===== src/rtl/spu_mamulred_seq.sv =====
// Montgomery multiply-reduce sequencer: steps the multiplier through a word-serial
// multiply pass and a reduction pass, each followed by a pipeline drain.
module spu_mamulred_seq #(
    parameter int LEN_W   = 6,
    parameter int MUL_LAT = 3
) (
    input  logic             rclk,
    input  logic             reset,
    input  logic             se,
    input  logic             spu_maexp_start_mulred_aequb,
    input  logic             spu_maexp_start_mulred_anoteqb,
    input  logic [LEN_W-1:0] spu_mactl_len,
    input  logic             spu_mactl_kill_op,
    input  logic             spu_mamem_stall,
    output logic             spu_mamul_mul_vld,
    output logic             spu_mamul_red_vld,
    output logic [LEN_W-1:0] spu_mamul_oprnd_idx,
    output logic             spu_mamul_sqr_sel,
    output logic             spu_mared_red_done,
    output logic             spu_mamul_busy,
    output logic             spu_mamul_start_err
);

    typedef enum logic [5:0] {
        IDLE = 6'b000001,
        MUL  = 6'b000010,
        MDRN = 6'b000100,
        RED  = 6'b001000,
        RDRN = 6'b010000,
        DONE = 6'b100000
    } state_t;

    localparam logic [2:0] DRN_LAST = 3'(MUL_LAT - 1);

    state_t           r_state;
    logic [LEN_W-1:0] r_len;
    logic [LEN_W-1:0] r_idx;
    logic [2:0]       r_drn;
    logic             r_sqr_sel;
    logic             r_start_err;

    logic w_any_start;
    logic w_idle;
    logic w_unused_se;

    assign w_any_start = spu_maexp_start_mulred_aequb | spu_maexp_start_mulred_anoteqb;
    assign w_idle      = (r_state == IDLE);
    assign w_unused_se = se;

    always_ff @(posedge rclk or posedge reset) begin
        if (reset) begin
            r_state     <= IDLE;
            r_len       <= '0;
            r_idx       <= '0;
            r_drn       <= '0;
            r_sqr_sel   <= 1'b0;
            r_start_err <= 1'b0;
        end else begin
            // A simultaneous pair of starts, or any start while busy, is flagged.
            r_start_err <= (spu_maexp_start_mulred_aequb & spu_maexp_start_mulred_anoteqb)
                         | (w_any_start & ~w_idle);
            if (!w_idle && spu_mactl_kill_op) begin
                r_state <= IDLE;
                r_idx   <= '0;
                r_drn   <= '0;
            end else begin
                case (r_state)
                    IDLE: begin
                        if (w_any_start && !spu_mactl_kill_op) begin
                            r_state   <= MUL;
                            r_len     <= spu_mactl_len;
                            r_sqr_sel <= spu_maexp_start_mulred_aequb;
                            r_idx     <= '0;
                            r_drn     <= '0;
                        end
                    end
                    MUL: begin
                        if (!spu_mamem_stall) begin
                            if (r_idx == r_len) begin
                                r_idx   <= '0;
                                r_state <= MDRN;
                            end else begin
                                r_idx <= r_idx + 1'b1;
                            end
                        end
                    end
                    MDRN: begin
                        if (r_drn == DRN_LAST) begin
                            r_drn   <= '0;
                            r_state <= RED;
                        end else begin
                            r_drn <= r_drn + 3'd1;
                        end
                    end
                    RED: begin
                        if (!spu_mamem_stall) begin
                            if (r_idx == r_len) begin
                                r_idx   <= '0;
                                r_state <= RDRN;
                            end else begin
                                r_idx <= r_idx + 1'b1;
                            end
                        end
                    end
                    RDRN: begin
                        if (r_drn == DRN_LAST) begin
                            r_drn   <= '0;
                            r_state <= DONE;
                        end else begin
                            r_drn <= r_drn + 3'd1;
                        end
                    end
                    DONE: begin
                        r_state <= IDLE;
                    end
                    default: begin
                        r_state <= IDLE;
                        r_idx   <= '0;
                        r_drn   <= '0;
                    end
                endcase
            end
        end
    end

    // Issue valids follow the stall input directly so a busy memory port costs no extra cycle.
    assign spu_mamul_mul_vld   = (r_state == MUL) & ~spu_mamem_stall;
    assign spu_mamul_red_vld   = (r_state == RED) & ~spu_mamem_stall;
    assign spu_mamul_oprnd_idx = r_idx;
    assign spu_mamul_sqr_sel   = r_sqr_sel;
    assign spu_mared_red_done  = (r_state == DONE);
    assign spu_mamul_busy      = ~w_idle;
    assign spu_mamul_start_err = r_start_err;

endmodule


===== config.mk =====
export PLATFORM = sky130hd
export DESIGN_NAME = spu_mamulred_seq
export DESIGN_NICKNAME = d
export VERILOG_FILES = /design/src/rtl/spu_mamulred_seq.sv
export SDC_FILE = /design/constraint.sdc
export NUM_CORES = 1
export LEC_CHECK = 0
export ABC_AREA = 0
export BUFFER_PORTS_ARGS = -buffer_cell sky130_fd_sc_hd__buf_2
export CAP_MARGIN = 30
export CORE_AREA = 2 2 51 53
export DETAILED_ROUTE_END_ITERATION = 6
export DIE_AREA = 0 0 53 55
export GPL_ROUTABILITY_DRIVEN = 0
export GPL_TIMING_DRIVEN = 1
export PLACE_DENSITY = 0.78
export SETUP_SLACK_MARGIN = 0.1
export SLEW_MARGIN = 0
export SYNTH_ARGS = -nofsm -noshare
export SYNTH_HDL_FRONTEND = slang
export SYNTH_SLANG_ARGS = --single-unit
export TNS_END_PERCENT = 20

===== constraint.sdc =====
create_clock -name rclk -period 4.3 [get_ports rclk]
set_input_delay 0.215 -clock rclk [delete_from_list [all_inputs] [get_ports rclk]]
set_output_delay 0.215 -clock rclk [all_outputs]
set_load 0.01 [all_outputs]

## Word level (Yosys, flattened, before mapping)

Cells that the tools add are included.

- Register bits: 23
- Input bits: 13
- Output and inout bits: 12
- Logic and storage cells: 65

- Add/subtract/negate cells: 2
- Equal/unequal tests: 18
- Multiplexer cells: 18
- Bitwise logic cells: 9
- Reductions and logical operators: 12

Operator list:

| operator | count |
|---|---|
| $mux 6 | 12 |
| $pmux 6 s5 | 1 |
| $ne 3x3->1 const B | 6 |
| $pmux 6 s3 | 1 |
| $mux 3 | 3 |
| $pmux 3 s3 | 1 |
| $reduce_and 7->1 | 1 |
| $add 6x1->6 const B | 1 |
| $eq 6x1->1 const B | 1 |
| $eq 6x2->1 const B | 1 |
| $eq 6x3->1 const B | 1 |
| $eq 6x4->1 const B | 1 |
| $eq 6x5->1 const B | 1 |
| $eq 6x6->1 | 1 |
| $eq 6x6->1 const B | 1 |
| $reduce_and 3->1 | 2 |
| $reduce_or 3->1 | 2 |
| $and 1x1->1 | 4 |
| $ne 2x1->1 const B | 2 |
| $reduce_or 2->1 | 2 |
| $add 3x1->3 const B | 1 |
| $eq 3x2->1 const B | 1 |
| $ne 3x1->1 const B | 1 |
| $ne 3x2->1 const B | 1 |
| other kinds (5) | 10 |

## Depth between registers and ports, before layout

Gate-level depths: netlist of run 1.

- Depth in word-level cells: 5
- Gate-level depth with buffers: 6
- Gate-level depth less buffers: 5

## Worst setup path before layout of run 1

Ideal clock, no wire load.

- Kind: flip-flop to flip-flop
- Start point: register r_state[4]
- End point: register r_state[3]
- Setup time: 0.125 ns
- Data arrival time: 1.883 ns
- Data required time: 4.175 ns
- Slack: 2.293 ns
- Cell stages (with the launch flop): 7
- Path buffers: 1
- Period minus slack after synthesis: 2.007 ns
- Cell sequence: dfrtp_1 buf_6 nor4_4 o21ai_2 a311oi_4 or2_4 mux2_2

- Longest elaborated chain between the ends: 5
- Elaborated cells between the ends (all ways): 17
- Those cells by class: 12 x eq/ne; 2 x mux; 3 x reduce/logical

RTL lines:

| element | line | text |
|---|---|---|
| from (decl) | 35 | `state_t r_state;` |
| from (signal assigned) | 52 | `r_state <= IDLE;` |
| from (signal assigned) | 63 | `r_state <= IDLE;` |
| from (signal assigned) | 70 | `r_state <= MUL;` |
| $eq 6x1->1 | 47, 67 |  |
| $logic_not 1->1 | 62 | `if (!w_idle && spu_mactl_kill_op) begin` |
| $logic_and 1x1->1 | 62 |  |
| $ne 3x3->1 (no source line) or $ne 3x1->1 (tied branches) | - |  |
| $reduce_and 7->1 (no source line) | - |  |

Several ways; a longest one is shown, not always the timed one.
A chain may end at the register's enable or synchronous reset.

## Worst setup path in the final report of run 1

- Start point: register r_state[2]
- End point: register r_state[3]

Same word-level chain as after synthesis.

==> results.md, run 1 <==
* Cell taking the most area after synthesis: dfrtp_1
* Ranking of synthesized cells by area: dfrtp_1 (42%), mux2_2 (6.8%), o311ai_2 (4.9%), nand2_1 (4.0%), xor2_1 (4.0%)
* Worst Path Required at 4.50 ns
* DIE HEIGHT at 55 um
* Outcome: finished, final reports clean
* Syn. warnings at 0
* Worst Reg-to-Reg Cells at 5
* Worst-skew pair later-pin latency at 0.32 ns
* Mapped Cells at 126
* Leakage at 0.651 nW
* Worst path slowest cell: dfrtp_1
* CORE AREA at 2360 um^2
* Via count at 1082
* Largest net degree at the start of global routing at 24
* Post-DP HPWL at 2080 um
* DIE WIDTH at 53 um
* Synth cell count leaders: dfrtp_1 (22), nand2_1 (14), nand3_1 (10), o21ai_0 (10), nor2_1 (9)
* Total gr overflow at 0
* Layout cells sized above 1 at 0.333
* Most common flop cell mapped by yosys: dfrtp_1
* Sequential area share after synthesis at 0.437
* Setup CP Type: reg2reg
* Initial antenna violation count at 0
* Critical path origin: r_state[2]
* Clock H-tree levels at 1
* Post-synth top area share at 0.417
* First-pass GRT wire length at 4570 um
* Post-cts gate resize count at 0
* Fin crit share at 0.522
* Critical path peak fanout at 8
* Netlist cell types at 37
* Min cycle time layout at 2.24 ns
* Pwr dens at 441 nW/um^2
* Slew Limit Fails at 0
* Final core utilization at 0.628
* Post-route cell area at 1490 um^2
* Clock Sinks at 23
* Setup crit start kind: flip-flop
* Critical Path Max Stage Delay at 0.50 ns
* Global Route Usage Sum at 0.216
* Post-CTS Setup Bufs at 0
* R2R Setup Slk at 2.06 ns
* Count leader, synth: dfrtp_1
* CTS Root Cell: clkbuf_4
* Worst VDD drop at 0.341 mV
* # rows at 18
* Post-DRT Antenna Nets at 0
* Crit path capture type: flip-flop
* Place WS at 2.08 ns
* Hold_buf cts at 0
* Ys async rst share at 1.00
* Via density at 6.01
* Initial DRC Count at 36
* RSZ-0062 raised after global routing: false
* CTS tree: done
* EDFF count, synth at 0
* PortBufs at 23
* Hold_ws at 0.0430 ns
* Clock slew at reported path FFs at 0.15 ns
* Number of global-route vias before repair at 1079
* Least-Margin Pin Slew at 0.872 ns
* Layout area overhead at 12.4%
* Mapped Nets at 140
* DRT Pass-1 Iters at 4
* Drt wl/cell at 15.4 um
* Initial Util at 0.559
* Fin. Hold Viols at 0
* Clock skew at 0.0216 ns
* Placed cell area at 1460 um^2
* Max-cap violation count at 0
* F_max at 446 MHz
* Synthesized area at 1320 um^2
* Flops & latches, synth at 23
* FF-to-FF End: r_state[3]
* Mean Syn Cell Area at 10.5 um^2
* Final setup vio count at 0
* Worst Hold Class: in2async
* Post-layout nets at 165
* Final WS setup at 2.06 ns
* Arrival time worst endpoint at 2.45 ns
* Detailed Route WL at 2760 um
* # IOs at 25
* Slew HR at 0.418
* Number of antenna diodes at 0
* Launch point of the worst reg-to-reg path: r_state[2]
* Critical path endpoint: r_state[3]
* Drt drc at 0
* Inserted Clock Buffers at 3
* Clock Tree Buf Depth at 2
* CP cell instances: nor4_4, o21ai_2, a311oi_4, or2_4, mux2_2
* Final setup TNS at 0 ns
* Die ar. at 2920 um^2
## flip-flops by register name, indices dropped and copies added, names as in the netlist
name / flops
spu_mamul_start_err: 1
r_state: 6
r_len: 6
spu_mamul_sqr_sel: 1
spu_mamul_oprnd_idx: 6
r_drn: 3
## how the worst min path moves through the flow
stage | startpoint | endpoint | slack, ns | depth (start not counted)
detailed placement | reset | r_len[0] | 0.45 | 2
global route | spu_mactl_len[0] | r_len[0] | 0.10 | 2
global placement | reset | r_len[1] | 0.43 | 2
floorplan | reset | r_drn[0] | 0.22 | 1
CTS | reset | spu_mamul_sqr_sel | 0.08 | 2
finish | reset | r_len[0] | 0.04 | 2
## stage by stage
| step | std cells | total power, mW |
|---|---|---|
| 3_3_place_gp | 176 | 0.540 |
| 2_1_floorplan | 126 | 0.490 |
| 6_report | 180 | 0.655 |
| 5_1_grt | 180 | 0.693 |
| 4_1_cts | 180 | 0.659 |
| 3_5_place_dp | 176 | 0.555 |
## where the power goes
group / switching [mW] / internal (mW)
sequential: 0.0428 / 0.266
combinational: 0.131 / 0.110
clock: 0.0695 / 0.0355
total: 0.243 / 0.412
## metal layers
layer | GRT usage | wire [um]
met1 | 0.248 | 1140
met2 | 0.410 | 1500
met3 | 0.0323 | 111
met4 | 0.0769 | 14
met5 | 0 | 0
## worst max-delay path: cells and delay by family (launching register included)
family	cells	cell delay, ns
AO/OA/AOI/OAI	2	0.66
multiplexers	1	0.33
flip-flops	1	0.50
AND/OR/NAND/NOR	2	0.65
## cells by family after synthesis
| group | after synthesis | synth area share |
|---|---|---|
| and+or+nand+nor | 49 | 0.212 |
| buffers and inverters | 7 | 0.0256 |
| adders and majority gates | 2 | 0.0170 |
| DFF | 23 | 0.437 |
| xor gates and xnor gates | 8 | 0.0530 |
| AOI/OAI and AO/OA | 29 | 0.188 |
| muxes | 8 | 0.0682 |
## cell type report
cell class	instances	area (um^2)
fillers	212	880
clock inverters	1	7.51
multi-input cells	96	711
well taps	30	37.5
inverters	4	15.0
repair buffers	23	115
clock buffers	3	22.5
flip-flops and latches	23	577
## cells in the final DEF, fill, tap and decap left out, drive strengths merged
cell type  count
clkbuf         3
and4           1
o211ai         3
nor3           3
o2111ai        2
xnor2          2
o31ai          4
dfrtp         22
dfstp          1
a31o           1
nand2         14
o311ai         4
or2            3
maj3           1
ha             1
nor3b          1
nor4           3
nand2b         1
buf           23
xor2           6
nor2          10
o32ai          1
a21oi          2
nand3         10
mux2           8
a311oi         1
inv            4
o21ai         11
nand3b         1
clkinvlp       1
nor2b          2
No activity file was read; power rests on OpenSTA's default activity.
==> run 2: changes to the inputs <==
CORE_AREA = 2 2 55 57   (was 2 2 51 53)
DIE_AREA = 0 0 57 59   (was 0 0 53 55)
PLACE_DENSITY = 0.7   (was 0.78)
clock period = 1.85 ns   (was 4.3 ns; I/O delays follow)
==> results.md, run 2 (same netlist as run 1, synthesis figures left out) <==
* Outcome: finished, final reports clean
* RSZ-0062 raised after global routing: true
* Leakage at 0.775 nW (+19%)
* Setup CP Type: reg2reg
* CTS Root Cell: clkbuf_4
* Clock skew at 0.00955 ns (-0.0120 ns)
* Launch point of the worst reg-to-reg path: r_len[3]
* Clock Tree Buf Depth at 2 (unchanged)
* Worst-skew pair later-pin latency at 0.31 ns (about the same)
* Commonest cells after routing, fill and taps aside: buf_2 (23), dfrtp_1 (22), buf_4 (17)
* Largest net degree at the start of global routing at 24 (unchanged)
* Crit path capture type: flip-flop
* DRT Pass-1 Iters at 4 (unchanged)
* DIE HEIGHT at 59 um (+7.3%)
* Layout fillers at 223 (+5.2%)
* Final WS setup at 0.0140 ns (-2.04 ns)
* Via density at 5.67 (-5.7%)
* Total gr overflow at 0 (unchanged)
* Hold_sp: spu_maexp_start_mulred_aequb
* Number of antenna diodes at 0 (unchanged)
* DIE WIDTH at 57 um (+7.5%)
* Global Route Usage Sum at 0.201 (-0.0154)
* Clock slew at reported path FFs at 0.14 ns (about the same)
* CORE AREA at 2710 um^2 (+15%)
* Max-cap violation count at 0 (unchanged)
* Arrival time worst endpoint at 2.04 ns (-0.41 ns)
* Critical path peak fanout at 5 (-3)
* Drt wl/cell at 15.3 um (-0.60%)
* Fin. Hold Viols at 0 (unchanged)
* Die ar. at 3360 um^2 (+15%)
* Final setup vio count at 0 (unchanged)
* PortBufs at 23 (unchanged)
* Clock Sinks at 23 (unchanged)
* Min cycle time layout at 1.84 ns (-0.407 ns)
* Hold_ws at 0.0297 ns (-0.0133 ns)
* Critical path origin: r_len[3]
* Place WS at 0.0487 ns (-2.03 ns)
* Fin crit share at 0.992 (+0.471)
* CTS tree: done
* Post-DP HPWL at 2220 um (+6.5%)
* # IOs at 25 (unchanged)
* Total Power at 1.66 mW (+150%)
* Post-route cell area at 1730 um^2 (+16%)
* Initial Util at 0.488 (-0.0712)
* Worst Path Required at 2.06 ns (-2.44 ns)
* Post-DRT Antenna Nets at 0 (unchanged)
* Setup crit start kind: flip-flop
* Final setup TNS at 0 ns (unchanged)
* Commonest non-fill, non-tap cell in the layout: buf_2
* Layout area overhead at 30.6%
* Initial DRC Count at 60 (+67%)
* Inserted Clock Buffers at 3 (unchanged)
* Drt drc at 0 (unchanged)
* F_max at 545 MHz (+22%)
* Pwr dens at 965 nW/um^2 (+120%)
* Placed cell area at 1580 um^2 (+8.3%)
* Layout cells sized above 1 at 0.402 (+0.0690)
* Via count at 1162 (+7.4%)
* Worst VDD drop at 0.974 mV (+190%)
* Least-Margin Pin Slew at 0.334 ns (-0.538 ns)
* First-pass GRT wire length at 5260 um (+15%)
* Number of global-route vias before repair at 1208 (+12%)
* Post-layout nets at 189 (+15%)
* Slew Limit Fails at 0 (unchanged)
* Slew HR at 0.775 (+0.357)
* # rows at 19 (+1)
* Worst Hold Class: in2reg
* Clock H-tree levels at 1 (unchanged)
* Detailed Route WL at 3130 um (+13%)
* Initial antenna violation count at 0 (unchanged)
-- run 2: repair_timing --
item | 4_1_cts | 5_1_grt
cloned | 0 | 0
setup buffers | 1 | 2
gates resized for setup | 0 | 3
setup endpoints to repair | 13 | 19
hold endpoints to repair | 26 | 2
hold buffers | 5 | 2
pin swaps | 0 | 4
-- run 2: final timing paths --
check                               endpoint  slack [ns]  cells after the start
max reg2reg                       r_state[3]        0.01                      5
max in group asynchronous         r_state[0]        1.23                      4
min reg2reg                         r_drn[2]        0.51                      1
min in group asynchronous           r_len[0]        0.34                      4
max                               r_state[3]        0.01                      5
min                        spu_mamul_sqr_sel        0.03                      2
-- run 2: where the power goes --
group	leakage [nW]	internal (mW)	total, mW	switching, mW
clock network	0.0139	0.0824	0.239	0.156
registers	0.298	0.619	0.724	0.105
logic	0.462	0.361	0.702	0.341
total	0.775	1.06	1.66	0.602
-- run 2: cell type report --
| cell class | count | area [um^2] | share of cell area |
|---|---|---|---|
| Timing Repair Buffer | 47 | 313 | 0.181 |
| Multi-Input combinational cell | 96 | 752 | 0.436 |
| Clock buffer | 3 | 22.5 | 0.0131 |
| Clock inverter | 1 | 7.51 | 0.00435 |
| Inverter | 4 | 15.0 | 0.00870 |
| Tap cell | 31 | 38.8 | 0.0225 |
| Sequential cell | 23 | 577 | 0.334 |
-- run 2: metrics by stage --
| step | cells | util |
|---|---|---|
| 2_1_floorplan | 126 | - |
| 3_3_place_gp | 191 | 0.581 |
| 3_5_place_dp | 191 | 0.581 |
| 4_1_cts | 201 | 0.614 |
| 5_1_grt | 205 | 0.637 |
| 6_report | 205 | 0.637 |
-- run 2: critical path, stage by stage (launching register included) --
cell and delay, ns:
dfrtp_1 0.43, xor2_1 0.18, nor4_2 0.37, a311oi_4 0.16
or2_4 0.29, mux2_4 0.30
-- run 2: layer usage --
metal | GRT usage | share of wire | vias to the layer above
met2 | 0.373 | 0.52 | 33
met4 | 0.0664 | 0.015 | 0
li1 | - | - | 563
met1 | 0.227 | 0.42 | 562
met5 | 0 | 0 | -
met3 | 0.0480 | 0.043 | 4
